$ cat src/rtl/pc_seq_pkg.sv
// pc_seq_pkg: shared definitions for the program-counter sequencer.
//   - default widths for PC, data operands and return stack depth
//   - op_t: the opcodes that change control flow (all others step the PC)
//   - pc_state_t: sequencer run state
package pc_seq_pkg;

    localparam int PC_W_DEF      = 11;
    localparam int DATA_W_DEF    = 8;
    localparam int RAS_DEPTH_DEF = 4;

    typedef enum logic [2:0] {
        OP_JZ   = 3'b100,
        OP_JNZ  = 3'b101,
        OP_CALL = 3'b110,
        OP_RET  = 3'b111
    } op_t;

    typedef enum logic [1:0] {
        RUN   = 2'd0,
        HALT  = 2'd1,
        FAULT = 2'd2
    } pc_state_t;

endpackage

$ cat src/rtl/pc_ras.sv
// pc_ras: return-address LIFO for CALL/RET.
// Ports:
//   clk, reset  - clock, synchronous active-high reset (clears cnt only)
//   push        - write push_data at entry[cnt], cnt+1
//   push_data   - return address to store
//   pop         - cnt-1 (top is read combinationally beforehand)
//   top         - entry[cnt-1]
//   cnt         - number of valid entries (0..DEPTH)
//   full, empty - cnt==DEPTH, cnt==0
// The caller must never push when full or pop when empty.
module pc_ras #(
    parameter int PC_W  = 11,
    parameter int DEPTH = 4
) (
    input  logic                   clk,
    input  logic                   reset,
    input  logic                   push,
    input  logic [PC_W-1:0]        push_data,
    input  logic                   pop,
    output logic [PC_W-1:0]        top,
    output logic [$clog2(DEPTH):0] cnt,
    output logic                   full,
    output logic                   empty
);

    localparam int AW    = $clog2(DEPTH);
    localparam int CNT_W = AW + 1;

    logic [PC_W-1:0]  entry [DEPTH];
    logic [CNT_W-1:0] cnt_q;
    logic [AW-1:0]    wr_idx;
    logic [AW-1:0]    rd_idx;

    // DEPTH is a power of two, so the low bits of cnt address the array
    // directly; at cnt==DEPTH they alias entry 0, but full blocks the push.
    assign wr_idx = cnt_q[AW-1:0];
    assign rd_idx = wr_idx - AW'(1);

    assign top   = entry[rd_idx];
    assign cnt   = cnt_q;
    assign full  = (cnt_q == CNT_W'(DEPTH));
    assign empty = (cnt_q == '0);

    // NOTE: sequential state uses non-blocking (<=) so every register samples
    // pre-edge values regardless of statement order.
    always_ff @(posedge clk) begin
        if (reset) begin
            cnt_q <= '0;
        end else if (push) begin
            cnt_q <= cnt_q + CNT_W'(1);
        end else if (pop) begin
            cnt_q <= cnt_q - CNT_W'(1);
        end
    end

    // NOTE: the entry array is deliberately left out of reset; cnt alone
    // defines which entries are valid, so clearing storage buys nothing.
    always_ff @(posedge clk) begin
        if (push && !reset) begin
            entry[wr_idx] <= push_data;
        end
    end

endmodule

$ cat src/rtl/pc_seq.sv
// pc_seq: program counter with conditional/relative jumps, CALL/RET through a
// hardware return stack, fetch stall, halt and stack-fault trapping.
// Ports:
//   clk, reset   - clock, synchronous active-high reset
//   op           - opcode (JZ/JNZ/CALL/RET; anything else steps PC)
//   do_a         - condition operand, tested against zero
//   dout         - jump target (rel=0) or signed offset from PC (rel=1)
//   rel          - select relative jump for JZ, JNZ and CALL
//   stall        - hold all state this cycle
//   halt_req     - enter HALT (wins over stall and stack faults)
//   PC           - current program count
//   halted/fault - in HALT / in FAULT (both sticky until reset)
//   ras_cnt      - valid return-stack entries
//   br_taken_cnt - saturating taken-branch count (only with PC_SEQ_BRCNT_EN)
// Optional feature macro: PC_SEQ_BRCNT_EN.
module pc_seq
    import pc_seq_pkg::*;
#(
    parameter int PC_W        = PC_W_DEF,
    parameter int DATA_W      = DATA_W_DEF,
    parameter int RAS_DEPTH   = RAS_DEPTH_DEF,
    parameter int HALT_ADDR_W = 0
) (
    input  logic                       clk,
    input  logic                       reset,
    input  logic [2:0]                 op,
    input  logic [DATA_W-1:0]          do_a,
    input  logic [DATA_W-1:0]          dout,
    input  logic                       rel,
    input  logic                       stall,
    input  logic                       halt_req,
    output logic [PC_W-1:0]            PC,
    output logic                       halted,
    output logic                       fault,
    output logic [$clog2(RAS_DEPTH):0] ras_cnt
`ifdef PC_SEQ_BRCNT_EN
    ,
    output logic [15:0]                br_taken_cnt
`endif
);

    if (HALT_ADDR_W != 0) begin : g_halt_addr_w_check
        $error("pc_seq: HALT_ADDR_W is reserved and must be 0");
    end

    pc_state_t       state_q, state_d;
    logic [PC_W-1:0] pc_q, pc_d;
    logic [PC_W-1:0] pc_inc, target, ras_top;
    logic            ras_full, ras_empty;
    logic            exec, stack_fault, push, pop, taken;

    assign pc_inc = pc_q + PC_W'(1);
    // Casting the signed operand to PC_W sign-extends it; the add wraps.
    assign target = rel ? pc_q + PC_W'($signed(dout)) : PC_W'(dout);

    // An op executes only in RUN when neither halt_req nor stall claims the cycle.
    assign exec        = (state_q == RUN) && !halt_req && !stall;
    assign stack_fault = ((op == OP_CALL) && ras_full) || ((op == OP_RET) && ras_empty);
    assign push        = exec && (op == OP_CALL) && !ras_full;
    assign pop         = exec && (op == OP_RET) && !ras_empty;
    assign taken       = exec && !stack_fault &&
                         (((op == OP_JZ)  && (do_a == '0)) ||
                          ((op == OP_JNZ) && (do_a != '0)) ||
                          (op == OP_CALL) || (op == OP_RET));

    pc_ras #(
        .PC_W  (PC_W),
        .DEPTH (RAS_DEPTH)
    ) u_ras (
        .clk       (clk),
        .reset     (reset),
        .push      (push),
        .push_data (pc_inc),
        .pop       (pop),
        .top       (ras_top),
        .cnt       (ras_cnt),
        .full      (ras_full),
        .empty     (ras_empty)
    );

    // State register (PC travels with the FSM state).
    always_ff @(posedge clk) begin
        if (reset) begin
            state_q <= RUN;
            pc_q    <= '0;
        end else begin
            state_q <= state_d;
            pc_q    <= pc_d;
        end
    end

    // Next-state and next-PC logic.
    // NOTE: every always_comb output gets a default first, so no path can
    // leave it unassigned and infer a latch.
    always_comb begin
        state_d = state_q;
        pc_d    = pc_q;
        case (state_q)
            RUN: begin
                if (halt_req) begin
                    state_d = HALT;
                end else if (!stall && stack_fault) begin
                    state_d = FAULT;
                end
            end
            default: state_d = state_q;
        endcase

        if (exec && !stack_fault) begin
            case (op)
                OP_JZ:   pc_d = (do_a == '0) ? target : pc_inc;
                OP_JNZ:  pc_d = (do_a != '0) ? target : pc_inc;
                OP_CALL: pc_d = target;
                OP_RET:  pc_d = ras_top;
                default: pc_d = pc_inc;
            endcase
        end
    end

    // Outputs.
    always_comb begin
        PC     = pc_q;
        halted = (state_q == HALT);
        fault  = (state_q == FAULT);
    end

`ifdef PC_SEQ_BRCNT_EN
    logic [15:0] br_cnt_q;

    always_ff @(posedge clk) begin
        if (reset) begin
            br_cnt_q <= '0;
        end else if (taken && (br_cnt_q != 16'hFFFF)) begin
            br_cnt_q <= br_cnt_q + 16'd1;
        end
    end

    assign br_taken_cnt = br_cnt_q;
`else
    logic unused_taken;
    assign unused_taken = taken;
`endif

endmodule
$ cat config.mk
export PLATFORM = sky130hd
export DESIGN_NAME = pc_seq
export DESIGN_NICKNAME = d
export VERILOG_FILES = /design/src/rtl/pc_seq_pkg.sv /design/src/rtl/pc_ras.sv /design/src/rtl/pc_seq.sv
export SDC_FILE = /design/constraint.sdc
export NUM_CORES = 1
export LEC_CHECK = 0
export ABC_AREA = 1
export CAP_MARGIN = 20
export CORE_ASPECT_RATIO = 1.25
export CORE_MARGIN = 2
export CORE_UTILIZATION = 61
export CTS_CLUSTER_SIZE = 30
export DETAILED_ROUTE_END_ITERATION = 6
export PLACE_DENSITY = 0.9
export SLEW_MARGIN = 0
export SYNTH_ARGS = -nofsm -noshare
export SYNTH_HDL_FRONTEND = slang
export SYNTH_HIERARCHICAL = 1
export SYNTH_SLANG_ARGS = --single-unit
export TNS_END_PERCENT = 20
$ cat constraint.sdc
create_clock -name clk -period 5.1 [get_ports clk]
set_clock_uncertainty 0.15 [all_clocks]
set_input_delay 0.51 -clock clk [delete_from_list [all_inputs] [get_ports clk]]
set_output_delay 0.51 -clock clk [all_outputs]
set_load 0.02 [all_outputs]
Yosys cells after proc, flatten, opt, wreduce, memory -nomap -nowiden --
Memory sizes are Yosys's and may differ from the RTL's. Index checks and enable logic that the tools add are counted.
Cells by class: add/sub/neg operators 5, eq/ne operators 7, reductions and logical operators 25, mux-type cells 10
Operators by type and width (count):
- $pmux W11 S4 | 1
- $mux W11 | 3
- $eq A3 B3 Y1 const B | 5
- $add A11 B1 Y11 const B | 1
- $add A11 B11 Y11 | 1
- $logic_and A1 B1 Y1 | 11
- $logic_not A8 Y1 | 1
- $reduce_bool A8 Y1 | 1
- $logic_not A1 Y1 | 6
- $mux W3 | 2
- $mux W2 | 2
- $reduce_bool A2 Y1 | 2
- $add A3 B1 Y3 const B | 1
- $logic_not A3 Y1 | 1
- $sub A3 B1 Y3 const B | 1
- $eq A2 B1 Y1 const B | 1
- $eq A2 B2 Y1 const B | 1
- $logic_not A2 Y1 | 1
- $mux W1 | 2
- $reduce_and A2 Y1 | 1
- $sub A2 B1 Y2 const B | 1
- $logic_or A1 B1 Y1 | 1
Storage, ports and cells: memories 1, register bits after elaboration 16, output and inout bits 16, RAM bits 44, logic and storage cells 51
Memories:
- u_ras.entry | depth 4, bits a word 11, read ports 1, clocked after Yosys merged registers in 0, write ports 1, line pc_ras.sv:29 | logic [PC_W-1:0] entry [DEPTH];

Logic depth before layout (Yosys ltp) --
Gate-level depths: netlist (run 1).
word-level depth 8, mapped depth 13, depth with buffers taken out 13

Hierarchy --
The synthesis (run 1) kept the hierarchy.
Modules (own cells, without submodules):
- pc_ras | instances 1, area an instance 1880.6 µm², cells an instance 143
- pc_seq | instances 1, area an instance 1761.7 µm², cells an instance 311

Worst setup path before layout (run 1) --
No wires, ideal clock.
path type register to register, start point register u_ras.cnt_q[0] (netlist: u_ras/cnt[0]), end point memory u_ras.entry[1][0], enable pin, period minus slack after synthesis 2.742 ns, buffers on the path 1, required time 4.572 ns, data arrival time 2.213 ns, cell stages (with the launch flop) 9, slack 2.358 ns, cells stage by stage dfxtp_1 inv_2 buf_6 ha_1 nand2_1 inv_1 nor3b_1 nand2_1 nor2_1
On the way: longest elaborated chain between the ends 6
Ends and longest elaborated chain:
- from (decl) | line pc_ras.sv:30 | logic [CNT_W-1:0] cnt_q;
- from (signal assigned) | line pc_ras.sv:50 | cnt_q <= cnt_q + CNT_W'(1);
- from (signal assigned) | line pc_ras.sv:52 | cnt_q <= cnt_q - CNT_W'(1);
- $eq A3 B3 Y1 | line pc_ras.sv:41 | assign full = (cnt_q == CNT_W'(DEPTH));
- net ras_full | line pc_seq.sv:49 | logic ras_full, ras_empty;
- $logic_not A1 Y1 | line pc_seq.sv:59 | assign push = exec && (op == OP_CALL) && !ras_full;
- $logic_and A1 B1 Y1 | line pc_seq.sv:59
- net push | line pc_seq.sv:50 | logic exec, stack_fault, push, pop, taken;
- $logic_and A1 B1 Y1 | line pc_ras.sv:59 | if (push && !reset) begin
- $mux W1 | line pc_ras.sv:59
- $mux W1 (implied by the code) | line pc_ras.sv:60 | entry[wr_idx] <= push_data;
- to (decl) | line pc_ras.sv:29
The timed path passes the listed nets, and every way through them passes these cells.

Worst setup path after layout (run 1) --
start point register u_ras.cnt_q[0] (netlist: u_ras/cnt[0]), end point memory u_ras.entry[1][9], enable pin
Same word-level chain as after synthesis.

==> results of run 1 <==
[cells by family (layout without fill, tap and decap cells)]
| kind of cell | count (synthesis) | after routing | share of synthesized area [%] |
|---|---|---|---|
| buffers and inverters | 61 | 107 | 7.25 |
| adder cells (fa/ha/maj) | 17 | 17 | 6.25 |
| AND/OR/NAND/NOR | 229 | 229 | 27.2 |
| XOR/XNOR | 8 | 8 | 1.92 |
| AO/OA/AOI/OAI | 79 | 79 | 12.3 |
| flip-flops | 60 | 60 | 45.1 |
[report_power, final]
| group | leakage, nW | internal (mW) | total [mW] | switching [mW] |
|---|---|---|---|---|
| Sequential | 0.533 | 0.533 | 0.546 | 0.0135 |
| Combinational | 1.12 | 0.0732 | 0.185 | 0.112 |
| Clock | 0.0911 | 0.220 | 0.402 | 0.182 |
| Total | 1.74 | 0.826 | 1.13 | 0.308 |
[worst max path at each step]
stage	to	slack, ps	cells past startpoint
after floorplan	u_ras/entry[1][0]	2360	8
after detailed placement	u_ras/entry[1][10]	1490	7
final	u_ras/entry[1][9]	1440	7
after global routing	u_ras/entry[0][9]	1180	7
after global placement	u_ras/entry[2][10]	1710	7
after CTS	u_ras/entry[1][9]	1480	7
[stage by stage]
step / total power, mW / cells / worst slack [ps]
finish: 1.13 / 566 / 1440
global placement: 0.732 / 550 / 1710
detailed placement: 0.739 / 550 / 1490
global route: 1.17 / 566 / 1180
CTS: 1.13 / 566 / 1480
floorplan: 0.673 / 454 / 2360
[layout make-up]
type                    count  area [um2]  share of cell area [%]
repair buffers             39         390                    9.23
inverters                  52         195                    4.62
multi-input cells         333        1740                    41.1
well taps                  66        82.6                    1.95
clock inverters             6        55.1                    1.30
flip-flops and latches     60        1640                    38.8
clock buffers              10         128                    3.02
[placed cells by master (no fill, tap or decap), drive strengths merged]
cell type      Yosys  final
fa                 2      2
clkinv             0      4
a21oi             24     24
o21bai             3      3
nor2              86     86
dfxtp             16     16
ha                15     15
edfxtp            44     44
a211oi             1      1
o22ai             11     11
or2                1      1
a21o               1      1
o21a               1      1
nand3             29     29
nor3               6      6
nor3b              1      1
nand4              5      5
clkinvlp           0      1
o21ai             38     38
nand2            100    100
clkdlybuf4s50      0     39
xor2               8      8
and2               1      1
bufinv             0      1
clkbuf             0     10
inv               52     52
[worst register-to-register path: stages, from the launching register on]
cell and delay [ps]:
dfxtp_1 850, inv_2 380, ha_1 340, nand2_1 100, inv_1 70, nor3b_1 430
nand2_1 210, nor2_1 750
[per-layer routing]
metal	vias to the layer above	share of wire, %
met5	-	0
met4	0	1.9
met3	16	4.8
met2	130	51
met1	1474	42
li1	1598	-
[sequential cells by signal (all words and copies together) (netlist names)]
name,count
PC,11
u_ras/cnt,3
u_ras/entry,44
state_q,2
==> results.yml, run 1 <==
die:
  core-area_mm2: 0.00578
  start_util_pct: 63.0
  std_cell_rows: 31
  io_pins: 40
  fp.dieW_um: 73.1
  fp.dieH_um: 90.4
  die-area_mm2: 0.00661
critical_path:
  required_ps: 4910
  crit_family: "simple AND/OR/NAND/NOR gates"
  crit_chain: "inv_2 -> ha_1 -> nand2_1 -> inv_1 -> nor3b_1 -> nand2_1 -> nor2_1"
  crit_top_cell: "nand2_1"
  reg2reg_from: "u_ras/cnt[0]"
  rr_worst_depth: 7
  path_class: "reg -> reg"
  startpoint_type: "register"
  rrSetupSlack_ps: 1440
  cp_num_buf_inv: 2
  r2r-end: "u_ras/entry[1][9]"
  startpoint: "u_ras/cnt[0]"
  critPathMaxStageDelay_ps: 850
  cp.arrival_ps: 3470
  cp_max_fo: 27
  cpMaxStageDelayCell: "dfxtp_1"
  end_kind: "register"
sta:
  fin_crit_ps: 3660
  finalHoldViolations: 0
  whs_ps: 360
  max-slew-margin-rel_pct: 37.7
  fin_crit_sh_pct: 71.8
  final.setup.tns_ps: 0
  setup_viol: 0
  rsz0062_at_grt: "false"
  drv_slew: 0
  clock.fmax_ghz: 0.273
  tightest_slew_ps: 931
cts:
  ctsHoldBuffers: 0
  cts_root_buffer: "clkbuf_8"
  clock_path_buffers: 2
  worstSkewPairLatency_ps: 340
  clk_pin_slew_ps: 60
  htreeDepth: 3
  cts_resized: 0
  post_cts_buffers: 0
  numCtsBuffers: 9
  cts_tree: "yes"
  cts.sinks: 60
global_route:
  grt_max_degree: 28
  grtUsageTotal_pct: 28.0
  grtUsageMet2_pct: 47.1
  antenna_found_initial: 0
  use_met1_pct: 36.0
  grt.overflow.total: 0
  busiest_layer: "met2"
  grt_pass1_wl_um: 14400
  use_met3_pct: 3.79
  grt_pass1_vias: 3115
yosys:
  yosys_warnings: 6
  synth_area_mm2: 0.00364
  async_flop_share_pct: 0
  synth_seq_cells: 60
  synth_area_per_cell_um2: 8.02
  synth_edf_count: 44
  ys_seq_area_share_pct: 45.1
  syn-num-nets: 495
  yosysMostFrequentCell: "nand2_1"
  syn_inst: 454
  ys.flop_type: "edfxtp_1"
  synthTopCellsByArea: "edfxtp_1 36%, nand2_1 9.8%, dfxtp_1 8.8%"
  synth_top_area_cell: "edfxtp_1"
  synth_top_area_share_pct: 36.3
  ys_types: 33
  synth_common_cells: "95 x nand2_1, 76 x nor2_1, 46 x inv_1"
placed_design:
  place_hpwl_um: 6630
  dpl_cell_area_mm2: 0.00405
  numPortBuffers: 39
  routabilityCongestion: 0.938
detailed_routing:
  ant_nets: 0
  wl_per_cell_um: 15.4
  dr.pass1.iters: 6
  vias: 3218
  vias_per_cell: 5.69
  totalWireLength_um: 8690
  drc: 0
  drt_iter0_drc: 242
worst_hold_path:
  min_to: "state_q[1]"
  hp-start: "state_q[1]"
  holdPathStages: 2
  min_path_type: "reg -> reg"
layout:
  drive_gt1_share_pct: 8.80
  final_nets: 536
  antenna_cells: 0
  nFillCells: 446
  final_core_util_pct: 73.2
  final_cell_area_mm2: 0.00423
  areaGrowthSynthToFinish_pct: 16.1
power:
  p_leak_nw: 1.74
  power.density_mw_per_mm2: 268
  ir_drop_mv: 0.161
run:
  maxCapViolations: 0
status:
  status: "finished clean"
(Power assumes the default switching activity.)
==> run 2: changes to the inputs <==
--- a/config.mk
+++ b/config.mk
@@ -9,10 +9,10 @@
 export CAP_MARGIN = 20
 export CORE_ASPECT_RATIO = 1.25
 export CORE_MARGIN = 2
-export CORE_UTILIZATION = 61
+export CORE_UTILIZATION = 51
 export CTS_CLUSTER_SIZE = 30
 export DETAILED_ROUTE_END_ITERATION = 6
-export PLACE_DENSITY = 0.9
+export PLACE_DENSITY = 0.81
 export SLEW_MARGIN = 0
 export SYNTH_ARGS = -nofsm -noshare
 export SYNTH_HDL_FRONTEND = slang
==> constraint.sdc (replaced) <==
create_clock -name clk -period 2.9 [get_ports clk]
set_clock_uncertainty 0.15 [all_clocks]
set_input_delay 0.29 -clock clk [delete_from_list [all_inputs] [get_ports clk]]
set_output_delay 0.29 -clock clk [all_outputs]
set_load 0.02 [all_outputs]
==> results.yml, run 2 (synthesized netlist as in run 1, its figures left out) <==
sta:
  rsz0062_at_grt: "false"
  finalHoldViolations: 0
  tightest_slew_ps: 508
  fin_crit_sh_pct: 83.3
  clock.fmax_ghz: 0.414
  final.setup.tns_ps: 0
  fin_crit_ps: 2410
  max-slew-margin-rel_pct: 66.1
  setup_viol: 0
  drv_slew: 0
layout:
  layout_commonest_cell: "nand2_1"
  largest_reg_flops: 44
  antenna_cells: 0
  final_cell_mix: "95 x nand2_1, 76 x nor2_1, 46 x inv_1"
  areaGrowthSynthToFinish_pct: 20.0
  drive_gt1_share_pct: 10.8
  top_register: "u_ras/entry"
  fin_cells: 599
  final_nets: 545
worst_hold_path:
  min_path_type: "reg -> reg"
power:
  power_frac_comb_pct: 15.4
  p_sw_share_pct: 25.2
  pwr-share-seq_pct: 44.8
  p_int_mw: 1.60
  power.share.clock_pct: 39.8
  net-switching-power_mw: 0.539
  power.density_mw_per_mm2: 489
  p_leak_nw: 1.81
  ir_drop_mv: 0.280
cts:
  cts_tree: "yes"
  cts_root_buffer: "clkbuf_8"
  numCtsBuffers: 9
  htreeDepth: 3
  cts_resized: 0
  worstSkewPairLatency_ps: 340
  post_cts_buffers: 0
  ctsHoldBuffers: 0
  cts.sinks: 60
  clock_path_buffers: 2
  clk_pin_slew_ps: 70
die:
  core-area_mm2: 0.00693
  std_cell_rows: 34
  die-area_mm2: 0.00784
  io_pins: 40
  fp.dieH_um: 98.5
  fp.dieW_um: 79.6
  start_util_pct: 52.5
global_route:
  grt_max_degree: 27
  grtUsageTotal_pct: 23.7
  grt_pass1_wl_um: 14300
  grt_pass1_vias: 3217
  antenna_found_initial: 0
  grt.overflow.total: 0
placed_design:
  numPortBuffers: 39
  routabilityCongestion: 0.869
  place_hpwl_um: 6460
  dp.cells: 583
detailed_routing:
  vias: 3189
  wl_per_cell_um: 14.6
  drt_iter0_drc: 217
  totalWireLength_um: 8760
  vias_per_cell: 5.32
  ant_nets: 0
  drc: 0
  dr.pass1.iters: 4
critical_path:
  cp_max_fo: 5
  end_kind: "register"
  cp.arrival_ps: 2500
  path_class: "reg -> reg"
  required_ps: 2980
  startpoint_type: "register"
run:
  maxCapViolations: 0
status:
  status: "finished clean"
-- run 2: cell count changes in the layout (fill, tap and decap cells not counted) --
| cell | delta |
|---|---|
| clkbuf_8 | +2 |
| bufinv_16 | +1 |
| clkinv_1 | -2 |
| buf_4 | +9 |
| clkinv_2 | -1 |
-- run 2: path summary, 6_finish.rpt --
check,from,to,slack [ps],cells past startpoint
max,u_ras/cnt[1],u_ras/cnt[2],490,11
min reg2reg,state_q[1],state_q[1],370,2
min,state_q[1],state_q[1],370,2
max reg2reg,u_ras/cnt[1],u_ras/cnt[2],490,11
-- run 2: power groups by stage --
| stage | Combinational, mW | Sequential, mW | Clock, mW |
|---|---|---|---|
| final | 0.330 | 0.957 | 0.850 |
| after global placement | 0.316 | 0.974 | 0 |
| after detailed placement | 0.326 | 0.975 | 0 |
| after CTS | 0.328 | 0.956 | 0.859 |
| after floorplan | 0.199 | 0.985 | 0 |
| after global routing | 0.369 | 0.959 | 0.895 |
-- run 2: per-stage QoR --
step	instance area [um2]	utilization [%]	hold slack (ps)	power [mW]	setup WS, ps
floorplan	3640	-	209	1.18	158
global placement	4140	59.8	335	1.29	353
detailed placement	4140	59.8	354	1.30	224
CTS	4370	63.0	363	2.14	521
global route	4370	63.0	409	2.22	405
finish	4370	63.0	367	2.14	485
-- run 2: per-layer routing --
metal	global-route usage, %	up-vias	wire length, um
li1	-	1604	-
met1	26.8	1490	3590
met4	11.5	0	295
met3	4.58	24	283
met5	0	-	0
met2	42.1	71	4600
-- run 2: area by class of cell --
class	count	area [um2]
Clock buffer	12	155
Inverter	52	195
Tap cell	90	113
Timing Repair Buffer	48	458
Fill cell	590	2560
Sequential cell	60	1640
Multi-Input combinational cell	333	1740
Clock inverter	4	72.6
-- run 2: critical path, stage by stage (launching register included) --
cell and delay (ps):
dfxtp_1 420, inv_1 110, ha_1 210, nand2_1 80, inv_1 60, nor3b_1 320
inv_1 120, fa_1 460, nor2_1 120, nand2_1 70, a21oi_1 140, nor2_1 60
